**src/rtl/shift_issue_ctrl_if.sv**
```systemverilog
// ---------------------------------------------------------------------------
// shift_issue_ctrl_if
// Command and result handshake bundle for shift_issue_ctrl.
//   in_valid/in_ready  : command handshake from the execute issue path
//   in_num/in_amt/in_op: operand, shift amount, opcode (0 LSL, 1 LSR, 2 ASR,
//                        3 ROL, 4 ROR, 5-7 illegal)
//   out_valid/out_ready: result handshake toward the consumer
//   out_data/out_err   : result and illegal-opcode marker
//   out_zero/out_neg/out_carry: status flags
// Modports: master = issuer/consumer side, slave = shift_issue_ctrl.
// ---------------------------------------------------------------------------
interface shift_issue_ctrl_if #(
    parameter int N = 8,
    parameter int B = $clog2(N)
);
    logic         in_valid;
    logic         in_ready;
    logic [N-1:0] in_num;
    logic [B-1:0] in_amt;
    logic [2:0]   in_op;
    logic         out_valid;
    logic         out_ready;
    logic [N-1:0] out_data;
    logic         out_err;
    logic         out_zero;
    logic         out_neg;
    logic         out_carry;

    modport master (
        output in_valid, in_num, in_amt, in_op, out_ready,
        input  in_ready, out_valid, out_data, out_err, out_zero, out_neg, out_carry
    );

    modport slave (
        input  in_valid, in_num, in_amt, in_op, out_ready,
        output in_ready, out_valid, out_data, out_err, out_zero, out_neg, out_carry
    );
endinterface

```
**src/rtl/shift_issue_ctrl.sv**
```systemverilog
// ---------------------------------------------------------------------------
// shift_issue_ctrl
// Two-stage valid/ready wrapper around an external combinational N-bit barrel
// shifter. Stage A registers the command and drives the shifter controls;
// stage B captures the shifter result plus status flags.
//
// Ports:
//   clk, rst_n   : clock (rising edge), asynchronous active-low reset
//   bus          : shift_issue_ctrl_if.slave (command in, result out)
//   sh_num/sh_amt/sh_left/sh_asr/sh_rotate : controls to the shifter
//   sh_out       : shifter result (combinational from sh_*)
//   op_count     : saturating count of consumed results
//
// Configuration macro: SHIFT_CTRL_FLAGS_EN
//   defined     -> zero/neg/carry computed and registered
//   not defined -> flag logic absent, out_zero/out_neg/out_carry tied to 0
// ---------------------------------------------------------------------------
module shift_issue_ctrl #(
    parameter int N = 8,
    parameter int B = $clog2(N)
) (
    input  logic              clk,
    input  logic              rst_n,
    shift_issue_ctrl_if.slave bus,
    output logic [N-1:0]      sh_num,
    output logic [B-1:0]      sh_amt,
    output logic              sh_left,
    output logic              sh_asr,
    output logic              sh_rotate,
    input  logic [N-1:0]      sh_out,
    output logic [15:0]       op_count
);
    localparam logic [2:0] OP_LSL = 3'd0;
    localparam logic [2:0] OP_LSR = 3'd1;
    localparam logic [2:0] OP_ASR = 3'd2;
    localparam logic [2:0] OP_ROL = 3'd3;
    localparam logic [2:0] OP_ROR = 3'd4;

    // Stage A
    logic         a_valid_r;
    logic [N-1:0] a_num_r;
    logic [B-1:0] a_amt_r;
    logic [2:0]   a_op_r;
    // Stage B
    logic         b_valid_r;
    logic [N-1:0] b_data_r;
    logic         b_err_r;
    logic [15:0]  op_count_r;

    logic         b_adv_s;
    logic         accept_s;
    logic         consume_s;
    logic         a_illegal_s;
    logic         dec_left_s;
    logic         dec_asr_s;
    logic         dec_rot_s;
    logic [N-1:0] res_data_s;

    // Handshake: stage B takes stage A when empty or being drained this cycle.
    assign b_adv_s   = a_valid_r & (~b_valid_r | bus.out_ready);
    assign accept_s  = bus.in_valid & bus.in_ready;
    assign consume_s = b_valid_r & bus.out_ready;
    assign bus.in_ready = ~a_valid_r | b_adv_s;

    // Opcode decode into shifter control levels.
    always_comb begin
        dec_left_s  = 1'b0;
        dec_asr_s   = 1'b0;
        dec_rot_s   = 1'b0;
        a_illegal_s = 1'b0;
        case (a_op_r)
            OP_LSL: begin
                dec_left_s = 1'b1;
            end
            OP_LSR: begin
                dec_left_s = 1'b0;
            end
            OP_ASR: begin
                dec_asr_s = 1'b1;
            end
            OP_ROL: begin
                dec_left_s = 1'b1;
                dec_rot_s  = 1'b1;
            end
            OP_ROR: begin
                dec_rot_s = 1'b1;
            end
            default: begin
                a_illegal_s = 1'b1;
            end
        endcase
    end

    // Direction/mode levels are qualified by a_valid_r so that the reset
    // contents (op 0 = LSL) do not present a left shift while idle.
    assign sh_num    = a_num_r;
    assign sh_amt    = a_illegal_s ? {B{1'b0}} : a_amt_r;
    assign sh_left   = a_valid_r & dec_left_s;
    assign sh_asr    = a_valid_r & dec_asr_s;
    assign sh_rotate = a_valid_r & dec_rot_s;

    // Illegal opcodes pass the operand through untouched.
    assign res_data_s = a_illegal_s ? a_num_r : sh_out;

    // Stage A: load on acceptance, empty when drained without a refill.
    always_ff @(posedge clk or negedge rst_n) begin
        if (!rst_n) begin
            a_valid_r <= 1'b0;
            a_num_r   <= {N{1'b0}};
            a_amt_r   <= {B{1'b0}};
            a_op_r    <= 3'd0;
        end else if (accept_s) begin
            a_valid_r <= 1'b1;
            a_num_r   <= bus.in_num;
            a_amt_r   <= bus.in_amt;
            a_op_r    <= bus.in_op;
        end else if (b_adv_s) begin
            a_valid_r <= 1'b0;
        end
    end

    // Stage B: capture result on advance, drop valid once consumed.
    always_ff @(posedge clk or negedge rst_n) begin
        if (!rst_n) begin
            b_valid_r <= 1'b0;
            b_data_r  <= {N{1'b0}};
            b_err_r   <= 1'b0;
        end else if (b_adv_s) begin
            b_valid_r <= 1'b1;
            b_data_r  <= res_data_s;
            b_err_r   <= a_illegal_s;
        end else if (consume_s) begin
            b_valid_r <= 1'b0;
        end
    end

    // Saturating count of consumed results.
    always_ff @(posedge clk or negedge rst_n) begin
        if (!rst_n) begin
            op_count_r <= 16'h0000;
        end else if (consume_s && (op_count_r != 16'hFFFF)) begin
            op_count_r <= op_count_r + 16'h0001;
        end
    end

    assign bus.out_valid = b_valid_r;
    assign bus.out_data  = b_data_r;
    assign bus.out_err   = b_err_r;
    assign op_count      = op_count_r;

`ifdef SHIFT_CTRL_FLAGS_EN
    logic res_zero_s;
    logic res_neg_s;
    logic res_carry_s;
    logic zero_r;
    logic neg_r;
    logic carry_r;

    // Last bit shifted out (or wrapped, for rotates); zero amount yields 0.
    // For LSL the index N-amt is taken modulo 2^B, valid because amt >= 1.
    function automatic logic carry_calc(
        input logic [N-1:0] num,
        input logic [B-1:0] amt,
        input logic [2:0]   op,
        input logic [N-1:0] res
    );
        logic [B-1:0] lsl_idx;
        logic [B-1:0] rsh_idx;
        logic         c;
        lsl_idx = B'(N - int'(amt));
        rsh_idx = B'(int'(amt) - 32'sd1);
        if (amt == {B{1'b0}}) begin
            c = 1'b0;
        end else begin
            case (op)
                OP_LSL:  c = num[lsl_idx];
                OP_LSR:  c = num[rsh_idx];
                OP_ASR:  c = num[rsh_idx];
                OP_ROL:  c = res[0];
                OP_ROR:  c = res[N-1];
                default: c = 1'b0;
            endcase
        end
        return c;
    endfunction

    // Flag evaluation on the stage-A result.
    always_comb begin
        res_zero_s  = (res_data_s == {N{1'b0}});
        res_neg_s   = res_data_s[N-1];
        res_carry_s = carry_calc(a_num_r, a_amt_r, a_op_r, res_data_s);
    end

    // Flag registers, captured alongside the result.
    always_ff @(posedge clk or negedge rst_n) begin
        if (!rst_n) begin
            zero_r  <= 1'b0;
            neg_r   <= 1'b0;
            carry_r <= 1'b0;
        end else if (b_adv_s) begin
            zero_r  <= res_zero_s;
            neg_r   <= res_neg_s;
            carry_r <= res_carry_s;
        end
    end

    assign bus.out_zero  = zero_r;
    assign bus.out_neg   = neg_r;
    assign bus.out_carry = carry_r;
`else
    assign bus.out_zero  = 1'b0;
    assign bus.out_neg   = 1'b0;
    assign bus.out_carry = 1'b0;
`endif

endmodule

```
**src/flat_wrapper.sv**
```systemverilog
// flat-port wrapper written by rule: the top's interface ports become plain ports
module shift_issue_ctrl_flat 
#(
    parameter int N = 8,
    parameter int B = $clog2(N)
)
  (clk, rst_n, sh_num, sh_amt, sh_left, sh_asr, sh_rotate, sh_out, op_count, bus_in_valid, bus_in_num, bus_in_amt, bus_in_op, bus_out_ready, bus_in_ready, bus_out_valid, bus_out_data, bus_out_err, bus_out_zero, bus_out_neg, bus_out_carry);
  shift_issue_ctrl_if #(.N(N), .B(B)) bus_i ();
  input  logic clk;
  input  logic rst_n;
  output logic [N-1:0] sh_num;
  output logic [B-1:0] sh_amt;
  output logic sh_left;
  output logic sh_asr;
  output logic sh_rotate;
  input  logic [N-1:0] sh_out;
  output logic [15:0] op_count;
  input wire logic [$bits(bus_i.in_valid)-1:0] bus_in_valid;
  input wire logic [$bits(bus_i.in_num)-1:0] bus_in_num;
  input wire logic [$bits(bus_i.in_amt)-1:0] bus_in_amt;
  input wire logic [$bits(bus_i.in_op)-1:0] bus_in_op;
  input wire logic [$bits(bus_i.out_ready)-1:0] bus_out_ready;
  output wire logic [$bits(bus_i.in_ready)-1:0] bus_in_ready;
  output wire logic [$bits(bus_i.out_valid)-1:0] bus_out_valid;
  output wire logic [$bits(bus_i.out_data)-1:0] bus_out_data;
  output wire logic [$bits(bus_i.out_err)-1:0] bus_out_err;
  output wire logic [$bits(bus_i.out_zero)-1:0] bus_out_zero;
  output wire logic [$bits(bus_i.out_neg)-1:0] bus_out_neg;
  output wire logic [$bits(bus_i.out_carry)-1:0] bus_out_carry;
  assign bus_i.in_valid = bus_in_valid;
  assign bus_i.in_num = bus_in_num;
  assign bus_i.in_amt = bus_in_amt;
  assign bus_i.in_op = bus_in_op;
  assign bus_i.out_ready = bus_out_ready;
  assign bus_in_ready = bus_i.in_ready;
  assign bus_out_valid = bus_i.out_valid;
  assign bus_out_data = bus_i.out_data;
  assign bus_out_err = bus_i.out_err;
  assign bus_out_zero = bus_i.out_zero;
  assign bus_out_neg = bus_i.out_neg;
  assign bus_out_carry = bus_i.out_carry;
  shift_issue_ctrl #(.N(N), .B(B)) u_core (.clk(clk), .rst_n(rst_n), .bus(bus_i), .sh_num(sh_num), .sh_amt(sh_amt), .sh_left(sh_left), .sh_asr(sh_asr), .sh_rotate(sh_rotate), .sh_out(sh_out), .op_count(op_count));
endmodule
```
**config.mk**
```make
export PLATFORM = sky130hd
export DESIGN_NAME = shift_issue_ctrl_flat
export DESIGN_NICKNAME = d
export VERILOG_FILES = /design/src/rtl/shift_issue_ctrl_if.sv /design/src/rtl/shift_issue_ctrl.sv /design/src/flat_wrapper.sv
export SDC_FILE = /design/constraint.sdc
export NUM_CORES = 1
export LEC_CHECK = 0
export BUFFER_PORTS_ARGS = -buffer_cell sky130_fd_sc_hd__buf_2
export CORE_MARGIN = 4
export CORE_UTILIZATION = 35
export DETAILED_ROUTE_END_ITERATION = 12
export RECOVER_POWER = 25
export SLEW_MARGIN = 15
export SYNTH_ARGS = -nofsm -noshare
export SYNTH_HDL_FRONTEND = slang
export SYNTH_SLANG_ARGS = --single-unit
```
**constraint.sdc**
```tcl
create_clock -name clk -period 2.1 [get_ports clk]
set_input_delay 0.21 -clock clk [delete_from_list [all_inputs] [get_ports clk]]
set_output_delay 0.21 -clock clk [all_outputs]
set_load 0.03 [all_outputs]
```
==> results of run 1 <==
==> synthesized netlist by cell type (all sizes together) (2+ instances only) <==
master | n | area share [%]
dfrtp | 41 | 54
nand2 | 16 | 3.3
mux2 | 15 | 8.9
o21ai | 13 | 3.4
xor2 | 11 | 5.1
mux2i | 8 | 4.2
nor3 | 7 | 1.9
buf | 5 | 1.7
nand4 | 5 | 2.4
nand3 | 4 | 1.7
xnor2 | 4 | 1.9
and2 | 3 | 0.99
nand2b | 3 | 0.99
nand3b | 3 | 1.2
nor4 | 3 | 2.1
nor3b | 2 | 0.79
nor4bb | 2 | 1.1
==> logic make-up after synthesis <==
| group | synth area share (%) |
|---|---|
| flops | 54.3 |
| xor+xnor | 6.95 |
| simple gates | 18.5 |
| other cells | 0.198 |
| mux | 13.2 |
| fa+ha+maj | 0.662 |
| compound gates | 4.30 |
| buf+inv | 1.92 |
==> state kept, by name, summed over array words and instances, names as in the netlist <==
name                  count
u_core.bus.out_valid      1
u_core.bus.out_data       8
u_core.bus.out_err        1
u_core.op_count          16
u_core.sh_num             8
u_core.a_op_r             3
u_core.a_amt_r            3
u_core.a_valid_r          1
==> metal layers <==
metal / global-route usage [%] / up-vias
met4: 3.55 / 0
met2: 21.2 / 43
li1: - / 695
met5: 0 / -
met3: 4.06 / 3
met1: 16.8 / 654
==> worst reg2reg max path, delay by kind of cell, from the launching register on <==
family | cells | cell delay, ns
and+or+nand+nor | 3 | 0.90
DFF | 1 | 0.46
muxes | 1 | 0.29
==> final cells by class <==
| cell class | count | area (um2) |
|---|---|---|
| flip-flops and latches | 41 | 1030 |
| fillers | 486 | 2780 |
| well taps | 70 | 87.6 |
| clock inverters | 2 | 10.0 |
| repair buffers | 71 | 358 |
| clock buffers | 6 | 72.6 |
| multi-input cells | 110 | 836 |
==> metrics by stage <==
| stage | worst slack [ns] | total power, mW | area, um2 | util, % | std cells |
|---|---|---|---|---|---|
| after floorplan | 0.199 | 1.63 | 1900 | - | 157 |
| after global placement | 0.394 | 1.88 | 2310 | 44.7 | 291 |
| after detailed placement | 0.339 | 1.89 | 2310 | 44.7 | 291 |
| after CTS | 0.307 | 2.39 | 2400 | 46.4 | 300 |
| after global routing | 0.147 | 2.50 | 2390 | 46.2 | 300 |
| final | 0.314 | 2.35 | 2390 | 46.2 | 300 |
==> worst max-delay path by stage <==
stage                               startpoint                  end  slack [ns]  depth (start not counted)
after CTS                     u_core.a_op_r[0]            sh_rotate        0.31                          3
final                         u_core.a_op_r[0]            sh_rotate        0.31                          3
after global placement      u_core.op_count[8]   u_core.op_count[1]        0.39                          4
after floorplan           u_core.bus.out_valid    u_core.a_amt_r[0]        0.20                          4
after global routing        u_core.op_count[0]  u_core.op_count[14]        0.15                          5
after detailed placement    u_core.op_count[0]  u_core.op_count[14]        0.34                          5
==> power by group through the flow <==
stage	Clock [mW]	Sequential, mW	Combinational, mW
2_1_floorplan	0	1.34	0.294
3_3_place_gp	0	1.11	0.772
3_5_place_dp	0	1.11	0.776
4_1_cts	0.513	1.10	0.779
5_1_grt	0.557	1.12	0.821
6_report	0.494	1.10	0.755
==> flow_summary_export.csv, run 1 <==
group,metric,value,unit
global_routing,grt_max_degree,23,
sta,finalSetupTns,0,ns
synth,synth_seq_cells,41,
clock_network,cts_sinks,41,
sta,tightestPinTransition,1.06,ns
sta,finalHoldViolCount,0,
finish,layout_common_cells,"buf_2 (56), dfrtp_1 (41), nand2_1 (15), mux2_2 (15), o21ai_0 (12)",
pwr,comb_power_share,32.2,%
finish,antennaDiodeCount,0,
routing,met3_length,331,um
synth,synthFlopType,"dfrtp_1",
clock_network,cts_buffer_depth,2,
synth,ys_seq_area_share,54.3,%
finish,nNetsFinal,256,
setup_path,crit_path_cell_trace,"or3b_2 -> a21boi_0 -> buf_2",
routing,dr.first_iter.drc_count,68,
global_routing,antenna_found_initial,0,
synth,synth_area,1890,um2
floorplan,num_io_pins,70,
routing,vias,1395,
clock_network,cts_resized,0,
min_path,hp-class,"input port to flip-flop",
pwr,p_leak,1.18,nW
floorplan,rows,26,
sta,fin_crit,1.79,ns
pwr,power_density,982,nW/um2
setup_path,crit-reg2reg-capture,"u_core.op_count[1]",
global_routing,grt_pass1_vias,1370,
pwr,p_int,1.42,mW
clock_network,cts_root_buf,"clkbuf_8",
sta,drv_slew,0,
setup_path,reg2reg_from,"u_core.op_count[8]",
setup_path,max_stage_delay,0.47,ns
clock_network,tritoncts,"done",
routing,first_pass_iters,4,
floorplan,start_util,36.6,%
placed_design,dp_hpwl,3060,um
pwr,p_sw,0.927,mW
sta,fin_skew,0.00460,ns
setup_path,path_class,"flip-flop to output port",
sta,slew_headroom,29.0,%
global_routing,track_usage,13.0,%
floorplan,die-area,6640,um2
pwr,switching_share,39.5,%
routing,top_layer,"met4",
pwr,seqPwrFrac,46.7,%
clock_network,cts_buffers,5,
sta,setup_violations,0,
routing,viasPerCell,4.65,
sta,fin_crit_sh,85.0,%
clock_network,cts_max_level,2,
setup_path,critPathMaxFanout,6,
routing,wl_met1,1760,um
routing,drc_errors,0,
setup_path,rrSetupSlack,0.35,ns
synth,yosysWarnings,0,
synth,synth_cells,155,
setup_path,path_buf_inv,1,
sta,fmax,0.560,GHz
setup_path,required,1.89,ns
finish,syn_to_final_growth,26.4,%
floorplan,core_area,5170,um2
placed_design,place_congestion,0.750,
floorplan,die_x,81.5,um
min_path,whs_path_depth,2,
sta,rsz0062_at_grt,"false",
pwr,vdd.ir_drop.worst,0.581,mV
finish,drive_gt1_share,38.7,%
flow_run,maxCapViolations,0,
min_path,hp-start,"bus_in_valid",
synth,synthArstFlopShare,100,%
clock_network,post-cts-setup-buffers,0,
routing,ant_nets,0,
clock_network,clk_pin_slew_worst_paths,0.07,ns
pwr,clkPwrFrac,21.1,%
setup_path,slowest_stage,"or3b_2",
outcome,status,"finished clean",
clock_network,hold_buffers,1,
synth,synth_cell_types,33,
setup_path,r2r_cells,4,
setup_path,worst_setup_path_start_kind,"flip-flop",
synth,synth_edf_count,0,
synth,avgSynthCellArea,12.2,um2
clock_network,insertion_delay,0.29,ns
sta,hold_slack,0.130,ns
routing,wl_per_cell,13.4,um
routing,wirelength,4020,um
global_routing,grt-ovfl-total,0,
global_routing,grt_pass1_wl,6670,um
placed_design,io_buffers,66,
min_path,whs_endpoint,"u_core.a_valid_r",
routing,wl_met2,1900,um
floorplan,die_y,81.5,um
finish,layout_commonest_cell,"buf_2",
setup_path,cp_top_family,"simple AND/OR/NAND/NOR gates",
setup_path,worst_setup_path_end_kind,"output port",
setup_path,cp.arrival,1.58,ns
(Power assumes the default switching activity.)
==> inputs of run 2 (changes only) <==
--- a/config.mk
+++ b/config.mk
@@ -6,9 +6,10 @@
 export NUM_CORES = 1
 export LEC_CHECK = 0
 export BUFFER_PORTS_ARGS = -buffer_cell sky130_fd_sc_hd__buf_2
-export CORE_MARGIN = 4
+export CORE_MARGIN = 1
 export CORE_UTILIZATION = 35
 export DETAILED_ROUTE_END_ITERATION = 12
+export PLACE_DENSITY_LB_ADDON = 0.15
 export RECOVER_POWER = 25
 export SLEW_MARGIN = 15
 export SYNTH_ARGS = -nofsm -noshare
==> flow_summary_export.csv, run 2 (synthesis gave the netlist of run 1 again) <==
group,metric,value,unit
outcome,status,"finished clean",
floorplan,die_x,75.5,um
setup_path,worst_setup_path_end_kind,"output port",
sta,finalSetupTns,0,ns
routing,vias,1396,
sta,setup_violations,0,
finish,largest_reg_flops,16,
min_path,hp-start,"bus_in_valid",
global_routing,grt_pass1_vias,1352,
floorplan,die-area,5700,um2
global_routing,antenna_found_initial,0,
placed_design,io_buffers,66,
routing,viasPerCell,4.65,
setup_path,crit-reg2reg-capture,"u_core.op_count[15]",
finish,nNetsFinal,256,
clock_network,insertion_delay,0.30,ns
clock_network,tritoncts,"done",
finish,layout_common_cells,"buf_2 (53), dfrtp_1 (41), nand2_1 (15), mux2_2 (15), clkbuf_1 (13)",
setup_path,required,1.89,ns
finish,antennaDiodeCount,0,
routing,wl_per_cell,13.1,um
setup_path,path_class,"flip-flop to output port",
min_path,hp-class,"input port to flip-flop",
clock_network,cts_buffers,5,
sta,finalHoldViolCount,0,
clock_network,cts_resized,0,
flow_run,maxCapViolations,0,
setup_path,r2r_cells,4,
floorplan,start_util,36.8,%
setup_path,reg2reg_from,"u_core.op_count[3]",
global_routing,track_usage,15.4,%
clock_network,hold_buffers,1,
placed_design,placed_cells,291,
pwr,p_leak,1.17,nW
finish,syn_to_final_growth,26.4,%
floorplan,num_io_pins,70,
floorplan,rows,26,
global_routing,busiest_layer,"met2",
finish,instances_no_fill,300,
setup_path,critPathMaxFanout,6,
sta,fin_skew,0.00795,ns
sta,fmax,0.554,GHz
setup_path,rrSetupSlack,0.36,ns
sta,drv_slew,0,
clock_network,post-cts-setup-buffers,0,
finish,layout_commonest_cell,"buf_2",
min_path,whs_endpoint,"u_core.a_valid_r",
global_routing,grtUsageMet3,4.50,%
global_routing,grt_use_met1,18.3,%
sta,rsz0062_at_grt,"false",
routing,ant_nets,0,
global_routing,grt_pass1_wl,6300,um
setup_path,worst_setup_path_start_kind,"flip-flop",
pwr,power_density,983,nW/um2
sta,fin_crit,1.81,ns
clock_network,cts_sinks,41,
global_routing,grt_util_met2,26.1,%
routing,wirelength,3940,um
routing,first_pass_iters,4,
finish,drive_gt1_share,37.8,%
setup_path,cp.arrival,1.60,ns
floorplan,core_area,5140,um2
pwr,vdd.ir_drop.worst,0.508,mV
clock_network,cts_root_buf,"clkbuf_8",
routing,drc_errors,0,
floorplan,die_y,75.5,um
finish,n_fill_cell,522,
global_routing,grt-ovfl-total,0,
clock_network,cts_buffer_depth,2,
sta,tightestPinTransition,0.916,ns
sta,fin_crit_sh,86.0,%
routing,dr.first_iter.drc_count,54,
sta,slew_headroom,38.9,%
min_path,whs_path_depth,2,
global_routing,grt_max_degree,26,
clock_network,clk_pin_slew_worst_paths,0.08,ns
placed_design,dp_hpwl,2920,um
placed_design,place_congestion,0.783,
clock_network,cts_max_level,2,
[run 2: how the worst max path moves through the flow]
stage	end	startpoint	slack, ns	cells after the start
floorplan	u_core.a_amt_r[0]	u_core.bus.out_valid	0.20	4
global placement	u_core.op_count[14]	u_core.op_count[0]	0.41	5
detailed placement	u_core.op_count[14]	u_core.op_count[0]	0.37	5
CTS	sh_rotate	u_core.a_op_r[0]	0.28	3
global route	sh_rotate	u_core.a_op_r[0]	0.13	3
finish	sh_rotate	u_core.a_op_r[0]	0.29	3
[run 2: cell type report]
class / count / area, um2 / share of cell area, %
clock inverters: 3 / 17.5 / 0.733
clock buffers: 5 / 68.8 / 2.88
flip-flops and latches: 41 / 1030 / 42.9
repair buffers: 71 / 354 / 14.8
multi-input cells: 110 / 836 / 35.0
well taps: 70 / 87.6 / 3.66
[run 2: stage by stage]
stage	setup WS [ns]	cell area [um2]	total power [mW]	utilization [%]	hold slack, ns
2_1_floorplan	0.199	1900	1.63	-	-0.0856
3_3_place_gp	0.409	2310	1.88	44.9	0.157
3_5_place_dp	0.367	2310	1.88	44.9	0.157
4_1_cts	0.277	2410	2.40	46.8	0.129
5_1_grt	0.135	2390	2.50	46.5	0.109
6_report	0.293	2390	2.35	46.5	0.131
[run 2: power breakdown]
part | switching [mW] | total, mW | internal [mW]
Sequential | 0.169 | 1.10 | 0.930
Clock | 0.277 | 0.506 | 0.229
Combinational | 0.491 | 0.745 | 0.254
[run 2: per-layer routing]
| metal | vias to the layer above | wire [um] | share of wire (%) |
|---|---|---|---|
| li1 | 690 | - | - |
| met1 | 657 | 1700 | 43 |
| met2 | 43 | 1930 | 49 |
| met3 | 6 | 261 | 6.6 |
| met4 | 0 | 57 | 1.4 |
| met5 | - | 0 | 0 |
[run 2: worst max-delay path, stage by stage, from the launching register on]
cell	delay (ns)
dfrtp_1	0.43
or3b_2	0.47
a21boi_0	0.18
buf_2	0.22
==> inputs of run 3 (changes only) <==
--- a/config.mk
+++ b/config.mk
@@ -5,6 +5,7 @@
 export SDC_FILE = /design/constraint.sdc
 export NUM_CORES = 1
 export LEC_CHECK = 0
+export ABC_AREA = 1
 export BUFFER_PORTS_ARGS = -buffer_cell sky130_fd_sc_hd__buf_2
 export CORE_MARGIN = 1
 export CORE_UTILIZATION = 35
==> flow_summary_export.csv, run 3 <==
group,metric,value,unit
outcome,status,"finished clean",
sta,fin_crit,1.65,ns
synth,yosysWarnings,0,
synth,ys_seq_area_share,48.5,%
sta,finalHoldViolCount,0,
routing,wl_per_cell,11.9,um
finish,layout_common_cells,"nand2_1 (88), buf_2 (65), dfrtp_1 (41)",
global_routing,grt_pass1_vias,1859,
setup_path,max_stage_delay,0.41,ns
synth,synth_area,2120,um2
sta,finalSetupTns,0,ns
clock_network,insertion_delay,0.30,ns
finish,layout_commonest_cell,"nand2_1",
sta,setup_violations,0,
setup_path,cp_top_family,"flip-flops",
finish,n_fill_cell,603,
routing,wirelength,4860,um
clock_network,tritoncts,"done",
synth,yosysTopAreaCell,"dfrtp_1",
pwr,power_density,945,nW/um2
setup_path,path_buf_inv,1,
finish,drive_gt1_share,28.7,%
global_routing,grt_pass1_wl,8530,um
sta,tightestPinTransition,1.31,ns
clock_network,post-cts-setup-buffers,0,
global_routing,track_usage,17.3,%
sta,fmax,0.606,GHz
clock_network,cts_buffer_depth,2,
sta,fin_skew,0.0107,ns
finish,syn_to_final_growth,24.0,%
setup_path,path_class,"flip-flop to output port",
routing,dr.first_iter.drc_count,96,
synth,synthArstFlopShare,100,%
floorplan,die-area,6360,um2
sta,fin_crit_sh,78.6,%
setup_path,worst_setup_path_start_kind,"flip-flop",
floorplan,num_io_pins,70,
setup_path,startpoint,"u_core.a_op_r[0]",
sta,slew_headroom,12.4,%
clock_network,cts_max_level,2,
pwr,p_leak,1.38,nW
routing,ant_nets,0,
setup_path,crit_path_cell_trace,"nor2_1 -> nor2_1 -> a211oi_1 -> buf_2",
setup_path,worst_setup_path_end_kind,"output port",
setup_path,reg2reg_from,"u_core.op_count[0]",
floorplan,rows,27,
setup_path,slowest_stage,"dfrtp_1",
routing,viasPerCell,4.66,
setup_path,required,1.89,ns
synth,synth_seq_cells,41,
pwr,vdd.ir_drop.worst,0.415,mV
global_routing,grt_max_degree,25,
synth,synthTopCellsByCount,"nand2_1 (88), dfrtp_1 (41), nor2_1 (33)",
synth,synth_top_area_share,48.5,%
clock_network,cts_root_buf,"clkbuf_8",
clock_network,cts_resized,0,
finish,nNetsFinal,362,
synth,ys_top_cells_by_area,"dfrtp_1 (48%), nand2_1 (16%), nor2_1 (5.9%)",
placed_design,place_congestion,0.768,
placed_design,dp_hpwl,3610,um
sta,hold_slack,0.139,ns
routing,vias,1897,
setup_path,crit_top_cell,"nor2_1",
finish,largest_reg_flops,16,
floorplan,die_x,79.8,um
floorplan,core_area,5680,um2
synth,synth_cell_types,29,
synth,yosysMostFrequentCell,"nand2_1",
setup_path,critPathMaxFanout,6,
synth,avgSynthCellArea,8.05,um2
clock_network,cts_sinks,41,
synth,synth_edf_count,0,
floorplan,die_y,79.8,um
sta,rsz0062_at_grt,"false",
finish,antennaDiodeCount,0,
routing,first_pass_iters,4,
clock_network,cts_buffers,5,
routing,drc_errors,0,
min_path,hp-start,"bus_in_num[4]",
sta,drv_slew,0,
placed_design,io_buffers,66,
min_path,hp-class,"input port to flip-flop",
floorplan,start_util,37.3,%
setup_path,cp.arrival,1.44,ns
global_routing,antenna_found_initial,0,
synth,synthFlopType,"dfrtp_1",
clock_network,clk_pin_slew_worst_paths,0.08,ns
synth,synth_cells,263,
global_routing,grt-ovfl-total,0,
flow_run,maxCapViolations,0,
run 3: cell type report:
class	instances	area, um2	area share [%]
clock inverters	2	35.0	1.33
multi-input cells	192	945	36.0
flip-flops and latches	41	1030	39.1
well taps	72	90.1	3.43
inverters	23	86.3	3.29
clock buffers	5	68.8	2.62
repair buffers	72	374	14.3
run 3: final timing paths:
check                                          to  slack [ns]  cells past startpoint
setup / recovery                        sh_rotate        0.45                      4
min in group asynchronous      u_core.op_count[4]        0.72                      2
setup reg to reg              u_core.op_count[11]        0.46                      9
hold reg to reg            u_core.bus.out_data[6]        0.49                      2
max in group asynchronous        u_core.sh_num[1]        0.47                      3
hold / removal                   u_core.sh_num[4]        0.14                      2
run 3: through the flow:
| stage | setup WS, ns | cell area [um2] | instances | util [%] | power, mW |
|---|---|---|---|---|---|
| final | 0.450 | 2630 | 407 | 46.3 | 2.48 |
| after global routing | 0.193 | 2630 | 407 | 46.3 | 2.64 |
| after CTS | 0.438 | 2630 | 407 | 46.3 | 2.51 |
| after detailed placement | 0.497 | 2510 | 399 | 44.3 | 1.88 |
| after global placement | 0.543 | 2510 | 399 | 44.3 | 1.87 |
| after floorplan | 0.348 | 2120 | 265 | - | 1.62 |
run 3: worst register-to-register path, stage by stage, from the launching register on:
cell and delay (ns):
dfrtp_1 0.45, ha_1 0.26, nand3_2 0.12, inv_2 0.07, nand2_2 0.08, nor2_2 0.05, nor2_2 0.22, buf_4 0.20
nand2_1 0.05, nand2_1 0.06
run 3: timing repair:
| action | 4_1_cts | 5_1_grt |
|---|---|---|
| hold buffers | 1 | 0 |
| hold endpoints to repair | 22 | 0 |
| endpoints found under the setup margin | 0 | 0 |
run 3: cells by family (layout without fill, tap and decap cells):
| group | Yosys count | in the layout | share of synthesized area (%) |
|---|---|---|---|
| AND/OR/NAND/NOR | 148 | 148 | 30.2 |
| flip-flops | 41 | 41 | 48.5 |
| buffers and inverters | 32 | 102 | 7.27 |
| AO/OA/AOI/OAI | 25 | 25 | 6.15 |
| multiplexers | 8 | 8 | 4.26 |
| XOR/XNOR | 7 | 7 | 2.90 |
| adder cells (fa/ha/maj) | 1 | 1 | 0.591 |
| other | 1 | 3 | 0.177 |
run 3: per-layer routing:
| metal | up-vias | part of all wire (%) | track usage [%] |
|---|---|---|---|
| li1 | 967 | - | - |
| met1 | 857 | 46 | 22.3 |
| met2 | 67 | 46 | 28.0 |
| met3 | 6 | 6.3 | 4.80 |
| met4 | 0 | 1.4 | 5.89 |
| met5 | - | 0 | 0 |
run 3: power by group:
group	switching (mW)	total (mW)	internal (mW)
Clock	0.280	0.626	0.346
Combinational	0.555	0.800	0.244
Sequential	0.125	1.05	0.929
